==> config.mk <==
export PLATFORM = sky130hd
export DESIGN_NAME = circuit_unit
export DESIGN_NICKNAME = d
export VERILOG_FILES = /design/src/rtl/circuit_unit.sv
export SDC_FILE = /design/constraint.sdc
export NUM_CORES = 1
export LEC_CHECK = 0
export BUFFER_PORTS_ARGS = -buffer_cell sky130_fd_sc_hd__buf_2
export CELL_PAD_IN_SITES_DETAIL_PLACEMENT = 0
export CELL_PAD_IN_SITES_GLOBAL_PLACEMENT = 2
export CORE_MARGIN = 1
export CORE_UTILIZATION = 25
export CTS_CLUSTER_DIAMETER = 150
export DETAILED_ROUTE_END_ITERATION = 16
export PLACE_DENSITY_LB_ADDON = 0.1
export REMOVE_ABC_BUFFERS = 1
export SLEW_MARGIN = 25
export SYNTH_ARGS = -nofsm -noshare
export SYNTH_HDL_FRONTEND = slang
export SYNTH_SLANG_ARGS = --single-unit
==> constraint.sdc <==
create_clock -name clk -period 1.5 [get_ports clk]
set_input_delay 0.15 -clock clk [delete_from_list [all_inputs] [get_ports clk]]
set_output_delay 0.15 -clock clk [all_outputs]
set_load 0.005 [all_outputs]
==> src/rtl/circuit_unit.sv <==
`timescale 1ns/1ps
// circuit_unit: 4-input truth-table function with a registered copy, change flag and saturating ones counter.
// Optional macro CIRCUIT_PROG_TT_EN adds a writable table register loaded through tt_we/tt_wdata.
module circuit_unit #(
   parameter logic [15:0] TT_DEFAULT = 16'hA1AD,
   parameter int unsigned CNT_W      = 8
) (
   input  logic             clk,
   input  logic             rst_n,
   input  logic             a,
   input  logic             b,
   input  logic             c,
   input  logic             d,
`ifdef CIRCUIT_PROG_TT_EN
   input  logic             tt_we,
   input  logic [15:0]      tt_wdata,
`endif
   output logic             F,
   output logic             F_q,
   output logic             F_chg,
   output logic [CNT_W-1:0] ones_cnt
);

   localparam logic [CNT_W-1:0] CNT_MAX = '1;

   logic [3:0]  idx;
   logic [15:0] tt;

   assign idx = {a, b, c, d};

`ifdef CIRCUIT_PROG_TT_EN
   // Table register; a write becomes visible on F from the following cycle.
   always_ff @(posedge clk or negedge rst_n) begin
      if (!rst_n) begin
         tt <= TT_DEFAULT;
      end else if (tt_we) begin
         tt <= tt_wdata;
      end
   end
`else
   assign tt = TT_DEFAULT;
`endif

   // Pure lookup: no clock dependence, X on the index may propagate.
   assign F = tt[idx];

   // Side path samples the current F, so a same-edge table write never affects the counter.
   always_ff @(posedge clk or negedge rst_n) begin
      if (!rst_n) begin
         F_q      <= 1'b0;
         F_chg    <= 1'b0;
         ones_cnt <= '0;
      end else begin
         F_q   <= F;
         F_chg <= (F != F_q);
         if (F && (ones_cnt != CNT_MAX)) begin
            ones_cnt <= ones_cnt + CNT_W'(1);
         end
      end
   end

endmodule

# ---- Word level (Yosys, flattened, before mapping)
# Memory sizes are Yosys's and may differ from the RTL's.
# Cells that the tools add are included.
dict set report totals {
  regBits 10
  romBits 16
  in_bits 6
  memories 1
}
# memory words width rd rd_ports_with_merged_regs write_ports line_no
set mem_list {}
lappend mem_list {{(name not given)} 16 1 1 0 0 45} ;# assign F = tt[idx];
dict set report op_classes {
  n_addsub 1
  n_lt_le_gt_ge 1
  eq_ne 2
  n_mux 1
  n_reduce_logical 1
}
# op count
set op_table {}
lappend op_table {{8-bit by 1-bit adder with 8-bit output, second input constant} 1}
lappend op_table {{8-bit != test, second input constant} 1}
lappend op_table {{4-bit by 5-bit less-than comparator with 1-bit output, second input constant} 1}
lappend op_table {{1-bit logical AND} 1}
lappend op_table {{1-bit 2-to-1 mux} 1}
lappend op_table {{1-bit != test} 1}

# ---- Depth between registers and ports, before layout
dict set report depth {
  word_depth 3
  depth_mapped 5
  ltp_nobuf 5
}

# ---- Worst setup path before layout
# No wires, ideal clock.
dict set report synth_path {
  kind {reg-to-reg}
  from {register ones_cnt[0]}
  to {register ones_cnt[1]}
  setup_ns 0.125
  arrival_ns 1.269
  path_slack_ns 0.106
  path_stages_with_launch 5
  n_path_buf 0
  synth_period_minus_slack_ns 1.394
  cell_sequence {dfrtp_1 -> ha_1 -> nand2_1 -> o21a_2 -> mux2_4}
}
dict set report synth_via {
  elab_chain_cells 2
}
# element line_no
set synth_lines {}
lappend synth_lines {{start, declared} 21} ;# output logic [CNT_W-1:0] ones_cnt
lappend synth_lines {{start signal, assigned} 57} ;# ones_cnt <= ones_cnt + CNT_W'(1);
lappend synth_lines {{parallel branches: the longest is 2 deep, another holds 8-bit by 1-bit adder with 8-bit output} -}
# Parallel ways; which one is timed is not known.
# A chain may end at the register's enable or synchronous reset.

# ---- Worst setup path after layout
# Same ends and word-level chain as after synthesis.

==> metrics.txt <==
max-slew violations 0; Post-Syn Area roughly 520 um^2; required time worst endpoint between 1.5 and 2 ns; RSZ-0062 raised after global routing false; pre-CTS setup slack 0.148 ns; layout cells sized above 1 48.0%; Area contributors post-synth dfrtp_1 48%, mux2_4 8.7%, a21oi_1 3.9%, nand3_1 3.9%, nand2_1 3.6%; Num CTS Buffers 3; H-Tree Level Count 1; Filler cells roughly 220; Max Cap Violations 0; core box area roughly 2000 um^2; Cell variety after synth 21; Initial Util a little over a quarter; Congestion Overflow GR 0; worst setup path category reg2reg; GR Util met1 15.7%; post-synthesis cell count 45; HPWL Detailed 895 um; VDD IR max 0.000625 V; WP data arrival approximately 1.5 ns; Skew-Pair Late Insertion Delay about 0.26 ns; Final TNS setup 0 ns; gr usage total between 10% and 20%; Sw Ratio 34.0%; Tcrit/Tclk final between 90% and 100%; first-pass detailed-route iteration total 2; yosys warns 0; min cycle time layout between 1 and 1.5 ns; DRT Wirelength 1160 um; clock skew 0.00505 ns; Synth Area per Inst 11.5 um^2; fin util about two fifths; Core Rows 16; DIE WIDTH ~48 um; max_slew headroom a little over four fifths; Remaining DRCs 0; combinational power share 43.6%; Yosys top cell by area dfrtp_1; Die Ht approximately 48 um; Avg WL per Cell approximately 11 um; clock root cell clkbuf_4; pin count of the biggest net entering global routing 11; clock share of power between 10% and 20%; Max Clk Rate roughly 740 MHz; Cell Chain, Critical Path ha_1 -> nand2_1 -> o21a_2 -> mux2_4; crit path max fanout 5; Antenna Cells 0; reg2reg end ones_cnt[1]$_DFFE_PN0P_; Synth top area share 48.3%; initial DRC count 5; P per Cell Area roughly 1700 nW/um^2; Max stage delay on crit path roughly 0.43 ns; post-synthesis register bit count 10; die area about 2300 um^2; CTS tree built; Post-CTS Resized 0; CP max-delay cell dfrtp_1; maximum count of clock buffers along a single path 2; status completed; initial antenna violation count 0; clock-pin slew on the worst setup and hold paths about 0.07 ns; met2 usage between 10% and 20%; Slew @ Worst Pin around 0.24 ns; Clock Sinks 10; sequential share of power 36.8%; gr busiest metal met2; fin nets 83; ANT nets after route 0; NetSw 419 uW; final worst slack between 0.1 and 0.15 ns; Worst setup SP type flop; vias in the first global route roughly 430; commonest non-fill, non-tap cell in the layout buf_2; IO Count 17; Layout area overhead 44.0%; routed vias 448; RR Startpoint ones_cnt[0]$_DFFE_PN0P_; Final GP Congestion a little under 0.7; average vias per placed instance 4.39; commonest cells after routing, fill and taps aside 16 x buf_2, 10 x dfrtp_1, 9 x buf_4; IO buf count 16; P_int around 810 uW; final setup violation count 0; crit path capture type flop; Leakage between 0.0003 and 0.0004 uW; Worst Hold Class in2async; Worst R2R Setup Slack approximately 0.14 ns; global-route wire length before repair 1840 um; R2R cell count 4; register area share after synthesis roughly 48%; grt met3 use 4.53%; final hold vios 0
-- how the worst max path moves through the flow --
| stage | startpoint | end | slack [ns] | depth (start not counted) |
|---|---|---|---|---|
| after floorplan | ones_cnt[0]$_DFFE_PN0P_ | ones_cnt[1]$_DFFE_PN0P_ | 0.11 | 4 |
| after global placement | c | ones_cnt[1]$_DFFE_PN0P_ | 0.16 | 5 |
| after detailed placement | c | ones_cnt[1]$_DFFE_PN0P_ | 0.15 | 5 |
| after CTS | ones_cnt[0]$_DFFE_PN0P_ | ones_cnt[1]$_DFFE_PN0P_ | 0.14 | 4 |
| after global routing | ones_cnt[2]$_DFFE_PN0P_ | ones_cnt[5]$_DFFE_PN0P_ | 0.06 | 4 |
| final | ones_cnt[0]$_DFFE_PN0P_ | ones_cnt[1]$_DFFE_PN0P_ | 0.14 | 4 |
-- per-stage QoR --
stage                     cells  total power, uW  hold WS (ns)  instance area (um^2)
after floorplan              45              720        -0.146                   518
after global placement       97             1010        0.0307                   699
after detailed placement     97             1000        0.0277                   699
after CTS                   102             1250         0.276                   746
after global routing        102             1350         0.284                   746
final                       102             1230         0.278                   746
-- sequential cells by signal (all words and copies together) (netlist names) --
name      count
F_chg         1
F_q           1
ones_cnt      8
-- timing repair --
action,CTS,global route
endpoints found under the hold margin,10,0
endpoints found under the setup margin,0,0
setup buffers,0,0
hold buffers,1,0
-- power groups by stage --
stage          logic, uW  registers (uW)  clock network (uW)
2_1_floorplan        226             494                   0
3_3_place_gp         550             458                   0
3_5_place_dp         543             460                   0
4_1_cts              550             455                 251
5_1_grt              609             476                 268
6_report             538             454                 242
-- synthesized netlist by cell type --
| cell | instances |
|---|---|
| nand4_2 | 1 |
| o21ai_4 | 1 |
| nor2b_1 | 2 |
| dfrtp_1 | 10 |
| xor2_1 | 2 |
| o21ai_0 | 1 |
| ha_1 | 1 |
| nor2_1 | 1 |
| and4_1 | 1 |
| a21oi_1 | 4 |
| a31oi_1 | 2 |
| mux2_1 | 1 |
| o211ai_1 | 1 |
| and3_1 | 1 |
| o22ai_2 | 1 |
| o21a_1 | 1 |
| nand3_1 | 4 |
| mux2_4 | 3 |
| o21a_2 | 1 |
| nand2_1 | 5 |
| nand4b_1 | 1 |
-- area by class of cell --
cell class / instances / area, um^2 / area share [%]
clock buffers: 4 / 36.3 / 4.87
multi-input cells: 35 / 268 / 35.9
flip-flops and latches: 10 / 250 / 33.6
well taps: 27 / 33.8 / 4.53
repair buffers: 26 / 158 / 21.1
-- metal layers --
metal | share of wire (%) | up-vias
met5 | 0 | -
met4 | 0.87 | 0
met3 | 4.2 | 2
met2 | 45 | 8
met1 | 49 | 209
li1 | - | 229
-- logic make-up (layout without fill, tap and decap cells) --
kind of cell | count (synthesis) | in the layout | synth area share (%)
AO/OA/AOI/OAI | 12 | 12 | 17.4
multiplexers | 4 | 4 | 10.9
XOR/XNOR | 2 | 2 | 3.38
AND/OR/NAND/NOR | 16 | 16 | 17.6
flip-flops | 10 | 10 | 48.3
adder cells (fa/ha/maj) | 1 | 1 | 2.42
buffers and inverters | 0 | 30 | 0
-- critical path: cells and delay by family (launching register included) --
kind	cells	cell delay, ns
muxes	1	0.30
adders and majority gates	1	0.19
AOI/OAI and AO/OA	1	0.25
and+or+nand+nor	1	0.08
DFF	1	0.43
Note: power is estimated with default switching activity, not from simulation.
